===== config.mk =====
export PLATFORM = sky130hd
export DESIGN_NAME = pwm_deadband
export DESIGN_NICKNAME = d
export VERILOG_FILES = /design/src/rtl/pwm_deadband.sv
export SDC_FILE = /design/constraint.sdc
export NUM_CORES = 1
export LEC_CHECK = 0
export CAP_MARGIN = 10
export CORE_ASPECT_RATIO = 0.8
export CORE_UTILIZATION = 50
export CTS_BUF_LIST = sky130_fd_sc_hd__clkbuf_8 sky130_fd_sc_hd__clkbuf_16
export DETAILED_ROUTE_END_ITERATION = 8
export PLACE_DENSITY = 0.8
export SLEW_MARGIN = 20
export SYNTH_ARGS = -nofsm -noshare
export SYNTH_HDL_FRONTEND = slang
export SYNTH_SLANG_ARGS = --single-unit

===== constraint.sdc =====
create_clock -name clk -period 6 [get_ports clk]
set_input_delay 0.6 -clock clk [delete_from_list [all_inputs] [get_ports clk]]
set_output_delay 0.6 -clock clk [all_outputs]
set_load 0.01 [all_outputs]

===== src/rtl/pwm_deadband.sv =====
// pwm_deadband: dead-time generator and gate drive for a two-leg H-bridge with latched fault shutdown
module pwm_deadband #(
    parameter int DEAD_W = 8
) (
    input  logic              clk,
    input  logic              rst_n,
    input  logic              en,
    input  logic [DEAD_W-1:0] dead_time,
    input  logic              pwm_1,
    input  logic              pwm_2,
    input  logic              fault_n,
    input  logic              clr_fault,
    output logic              hi_1,
    output logic              lo_1,
    output logic              hi_2,
    output logic              lo_2,
    output logic              fault
);
    typedef enum logic [1:0] {S_OFF, S_DEAD, S_HI, S_LO} state_t;

    logic              en_q;
    logic [1:0]        pwm_q;
    logic [1:0]        fault_sync;
    logic [1:0]        hi;
    logic [1:0]        lo;
    logic [DEAD_W-1:0] d_load;

    // A zero dead band would allow a direct handover, so it is stretched to one cycle.
    assign d_load = (dead_time == '0) ? DEAD_W'(1) : dead_time;

    // Register enable and commands; two-flop synchronizer for the asynchronous fault input.
    always_ff @(posedge clk or negedge rst_n) begin
        if (!rst_n) begin
            en_q       <= 1'b0;
            pwm_q      <= 2'b00;
            fault_sync <= 2'b11;
        end else begin
            en_q       <= en;
            pwm_q      <= {pwm_2, pwm_1};
            fault_sync <= {fault_sync[0], fault_n};
        end
    end

    // Fault latch: an active fault always beats a simultaneous clear request.
    always_ff @(posedge clk or negedge rst_n) begin
        if (!rst_n)              fault <= 1'b0;
        else if (!fault_sync[1]) fault <= 1'b1;
        else if (clr_fault)      fault <= 1'b0;
    end

    for (genvar g = 0; g < 2; g++) begin : g_leg
        state_t            state, state_nx;
        logic              target, target_nx;
        logic [DEAD_W-1:0] cnt, cnt_nx;
        logic              hi_q, lo_q;

        // Leg state, dead counter and gate flops decoded from the next state.
        always_ff @(posedge clk or negedge rst_n) begin
            if (!rst_n) begin
                state  <= S_OFF;
                target <= 1'b0;
                cnt    <= '0;
                hi_q   <= 1'b0;
                lo_q   <= 1'b0;
            end else begin
                state  <= state_nx;
                target <= target_nx;
                cnt    <= cnt_nx;
                hi_q   <= (state_nx == S_HI);
                lo_q   <= (state_nx == S_LO);
            end
        end

        // Next state: every path into a gate-on state waits a full dead band in S_DEAD.
        always_comb begin
            state_nx  = state;
            target_nx = target;
            cnt_nx    = cnt;
            if (!en_q || fault) begin
                state_nx = S_OFF;
            end else begin
                case (state)
                    S_OFF: begin
                        state_nx  = S_DEAD;
                        target_nx = pwm_q[g];
                        cnt_nx    = d_load;
                    end
                    S_DEAD: begin
                        if (pwm_q[g] != target) begin
                            target_nx = pwm_q[g];
                            cnt_nx    = d_load;
                        end else if (cnt == DEAD_W'(1)) begin
                            state_nx = target ? S_HI : S_LO;
                        end else begin
                            cnt_nx = cnt - DEAD_W'(1);
                        end
                    end
                    S_HI: begin
                        if (!pwm_q[g]) begin
                            state_nx  = S_DEAD;
                            target_nx = 1'b0;
                            cnt_nx    = d_load;
                        end
                    end
                    S_LO: begin
                        if (pwm_q[g]) begin
                            state_nx  = S_DEAD;
                            target_nx = 1'b1;
                            cnt_nx    = d_load;
                        end
                    end
                    default: state_nx = S_OFF;
                endcase
            end
        end

        assign hi[g] = hi_q;
        assign lo[g] = lo_q;
    end

    assign hi_1 = hi[0];
    assign lo_1 = lo[0];
    assign hi_2 = hi[1];
    assign lo_2 = lo[1];
endmodule


==> results.py <==
metrics = {
    "worst_setup_path": {
        "reg2reg_from": "g_leg[1].cnt[2]",
        "timing.critical_path.to_type": "flip-flop",
        "crit_path_start_kind": "flip-flop",
        "reg2reg_slack_ns": 3.72,
        "r2r_cells": 4,
        "endpoint_of_the_worst_register_to_register_path": "hi_2",
        "timing.critical_path.fanout_max": 6,
        "critical_path.endpoint": "hi_2",
        "worst_ep_required_time_ns": 6.20,
        "critPathKind": "reg2reg",
        "arrival_ns": 2.47,
        "critical_path.startpoint": "g_leg[1].cnt[2]",
    },
    "drt": {
        "first_pass_iters": 5,
        "vias_per_cell": 6.34,
        "ant_nets": 0,
        "drt_first_iter_violations": 211,
        "dr_total_vias": 1605,
        "wl_um": 4290,
        "avgRoutedWirePerCell_um": 17.0,
        "drc": 0,
    },
    "global_routing": {
        "met1_grt_util_pct": 30.0,
        "grt_use_total_pct": 23.8,
        "grt_start_max_net_pins": 33,
        "grt_pass1_wl_um": 7150,
        "met2_usage_pct": 38.6,
        "number_of_global_route_vias_before_repair": 1521,
        "global_route.usage.met3_pct": 6.16,
        "antenna_found_initial": 0,
        "total_congestion_overflow": 0,
        "gr-max-usage-layer": "met2",
    },
    "synth": {
        "synthFlopType": "sky130_fd_sc_hd__dfrtp_1",
        "synth_top_cell_by_area": "sky130_fd_sc_hd__dfrtp_1",
        "synth_seq_area_share_pct": 43.9,
        "synth_commonest_cells": "30 x sky130_fd_sc_hd__dfrtp_1, 13 x sky130_fd_sc_hd__inv_1, 12 x sky130_fd_sc_hd__a21oi_1, 12 x sky130_fd_sc_hd__o21ai_0",
        "synth_area_leaders": "sky130_fd_sc_hd__dfrtp_1 41%, sky130_fd_sc_hd__o2bb2ai_1 3.3%, sky130_fd_sc_hd__a21oi_1 3.3%, sky130_fd_sc_hd__o21ai_0 3.3%, sky130_fd_sc_hd__dfstp_2 2.9%",
        "synthesized_area_fraction_occupied_by_ao_oa_aoi_and_oai_cells_pct": 25.6,
        "synth_area_per_cell_um2": 9.54,
        "synth_simple_gate_area_share_pct": 17.3,
        "synthesized_area_mm2": 0.00183,
        "postSynthRegisterBits": 32,
        "synth_top_family_by_area": "compound AO/OA/AOI/OAI gates",
        "synth_largest_type_area_fraction_pct": 41.0,
        "mapped_cells": 192,
        "synthXorXnorAreaFrac_pct": 2.39,
        "yosys.cell_types.count": 51,
        "mappedNetlistNets": 211,
        "synth-async-reset-ratio_pct": 100,
        "synth.yosys.warnings": 0,
        "yosys-mux-area-fraction_pct": 3.07,
        "synth_adder_area_share_pct": 2.73,
        "synth-edff-count": 0,
        "synth_most_common_cell": "sky130_fd_sc_hd__dfrtp_1",
    },
    "clock_tree": {
        "clock_insertion_delay_at_the_later_pin_of_the_skew_report_ns": 0.30,
        "clock-sinks": 32,
        "cts_resizes": 0,
        "cell_chosen_for_the_clock_root": "sky130_fd_sc_hd__clkbuf_8",
        "cts_setup_buffers": 0,
        "htreeDepth": 2,
        "numCtsBuffers": 5,
        "tritoncts": "built",
        "ctsLongestPathBuffers": 2,
        "worst_setup_hold_path_clk_slew_ns": 0.08,
        "holdBufCountCts": 0,
    },
    "placed_design": {
        "hpwlAfterDp_um": 3090,
        "gp_weighted_congestion": 0.916,
        "post-place-ws_ns": 3.76,
        "port-buffer-count": 19,
        "place_area_mm2": 0.00204,
    },
    "power": {
        "comb_power_share_pct": 21.6,
        "vdd_drop_max_mv": 0.184,
        "switching_share_pct": 33.9,
        "sequentialPowerShare_pct": 48.5,
        "pwr-share-clk_pct": 29.9,
        "power.static_leakage_nw": 0.842,
        "internal_power_mw": 0.382,
        "p_sw_mw": 0.196,
        "power_density_mw_per_mm2": 271,
    },
    "floorplan": {
        "fp.dieW_um": 69.7,
        "floorplan.io_pins": 20,
        "design.die.area_mm2": 0.00391,
        "area_of_the_core_mm2": 0.00347,
        "floorplan.initialDensity_pct": 52.8,
        "die-height_um": 56.1,
        "floorplan.rows": 19,
    },
    "outcome": {
        "status": "complete, no violations",
    },
    "timing": {
        "post-route-min-period_ns": 2.28,
        "grt_setup_unrepaired": "no",
        "max_slew.worst_pin.slew_ns": 0.798,
        "report.final.hold_viol_count": 0,
        "worst_slack_ns": 3.72,
        "clock.fmax_mhz": 439,
        "hold_ws_ns": 0.356,
        "setup-violations-final": 0,
        "timing.final.crit_share_pct": 38.0,
        "drv_slew": 0,
        "slew_headroom_pct": 46.3,
        "setup-tns-final_ns": 0,
        "timing.clock.skew_ns": 0.00661,
    },
    "final_layout": {
        "final_design_area_no_fill_mm2": 0.00213,
        "antenna-diode-count": 0,
        "final_layout_size_suffix_gt1_share_pct": 9.00,
        "finalCoreUtilization_pct": 61.4,
        "area_growth_syn_to_layout_pct": 16.3,
        "design.final.nets": 229,
    },
    "flow_run": {
        "max_cap_viol_count": 0,
    },
    "min_path": {
        "min_path_type": "reg2reg",
    },
}
-- metal layers --
layer	vias up	part of all wire, %	wire length (um)
met5	-	0	0
met2	60	48	2080
met4	0	1.8	78
met1	778	44	1870
li1	757	-	-
met3	10	6.1	262
-- cell type report --
class,count,area (um^2)
clock inverters,3,23.8
multi-input cells,138,936
fillers,291,1340
clock buffers,5,68.8
well taps,42,52.6
inverters,13,48.8
repair buffers,20,198
flip-flops and latches,32,803
-- how the worst min path moves through the flow --
stage | to | slack [ns] | start | depth (start not counted)
detailed placement | fault_sync[1] | 0.35 | fault_sync[0] | 0
global placement | fault_sync[1] | 0.35 | fault_sync[0] | 0
floorplan | en_q | 0.30 | rst_n | 0
CTS | fault_sync[1] | 0.36 | fault_sync[0] | 0
finish | fault_sync[1] | 0.36 | fault_sync[0] | 0
global route | fault_sync[1] | 0.38 | fault_sync[0] | 0
-- cells by family after synthesis --
| logic type | Yosys count |
|---|---|
| compound gates | 68 |
| simple gates | 56 |
| flops | 32 |
| buf+inv | 22 |
| xor+xnor | 5 |
| mux | 5 |
| fa+ha+maj | 4 |
-- worst max-delay path: stages, from the launching register on --
cell and delay (ns):
sky130_fd_sc_hd__dfrtp_1 0.43, sky130_fd_sc_hd__or4_1 0.64, sky130_fd_sc_hd__nor4_1 0.75, sky130_fd_sc_hd__a22oi_1 0.15, sky130_fd_sc_hd__a211oi_1 0.22
-- registers in the layout (all words and copies together) (netlist names) --
name and cells:
hi_1 1, en_q 1, g_leg.cnt 16, fault_sync 2, g_leg.target 2, lo_1 1
lo_2 1, fault 1, hi_2 1, pwm_q 2, g_leg.state 4
-- power by group through the flow --
stage,Sequential (mW),Clock (mW),Combinational (mW)
floorplan,0.272,0,0.0888
global placement,0.279,0,0.120
detailed placement,0.282,0,0.122
CTS,0.279,0.174,0.124
global route,0.284,0.183,0.140
finish,0.280,0.172,0.125
-- cell usage in the layout, fill, tap and decap left out, types with 3 or more instances in the layout --
cell type                         count
sky130_fd_sc_hd__a211oi_1             5
sky130_fd_sc_hd__a21o_1               3
sky130_fd_sc_hd__a21oi_1             12
sky130_fd_sc_hd__a22oi_1              5
sky130_fd_sc_hd__a31oi_1              3
sky130_fd_sc_hd__clkbuf_8             5
sky130_fd_sc_hd__clkdlybuf4s50_1     19
sky130_fd_sc_hd__dfrtp_1             30
sky130_fd_sc_hd__ha_1                 4
sky130_fd_sc_hd__inv_1               13
sky130_fd_sc_hd__mux2i_1              3
sky130_fd_sc_hd__nand2_1              8
sky130_fd_sc_hd__nand2b_1             4
sky130_fd_sc_hd__nand3_1              3
sky130_fd_sc_hd__nor2_1               9
sky130_fd_sc_hd__nor3_1               9
sky130_fd_sc_hd__nor4_1               5
sky130_fd_sc_hd__o211ai_1             7
sky130_fd_sc_hd__o21ai_0             12
sky130_fd_sc_hd__o22ai_1              4
sky130_fd_sc_hd__o2bb2ai_1            7
sky130_fd_sc_hd__xor2_1               4
-- through the flow --
step | instances | total power, mW
CTS | 253 | 0.576
global route | 253 | 0.607
detailed placement | 245 | 0.404
global placement | 245 | 0.399
floorplan | 192 | 0.360
finish | 253 | 0.577
Power figures use the tool's default switching activity.
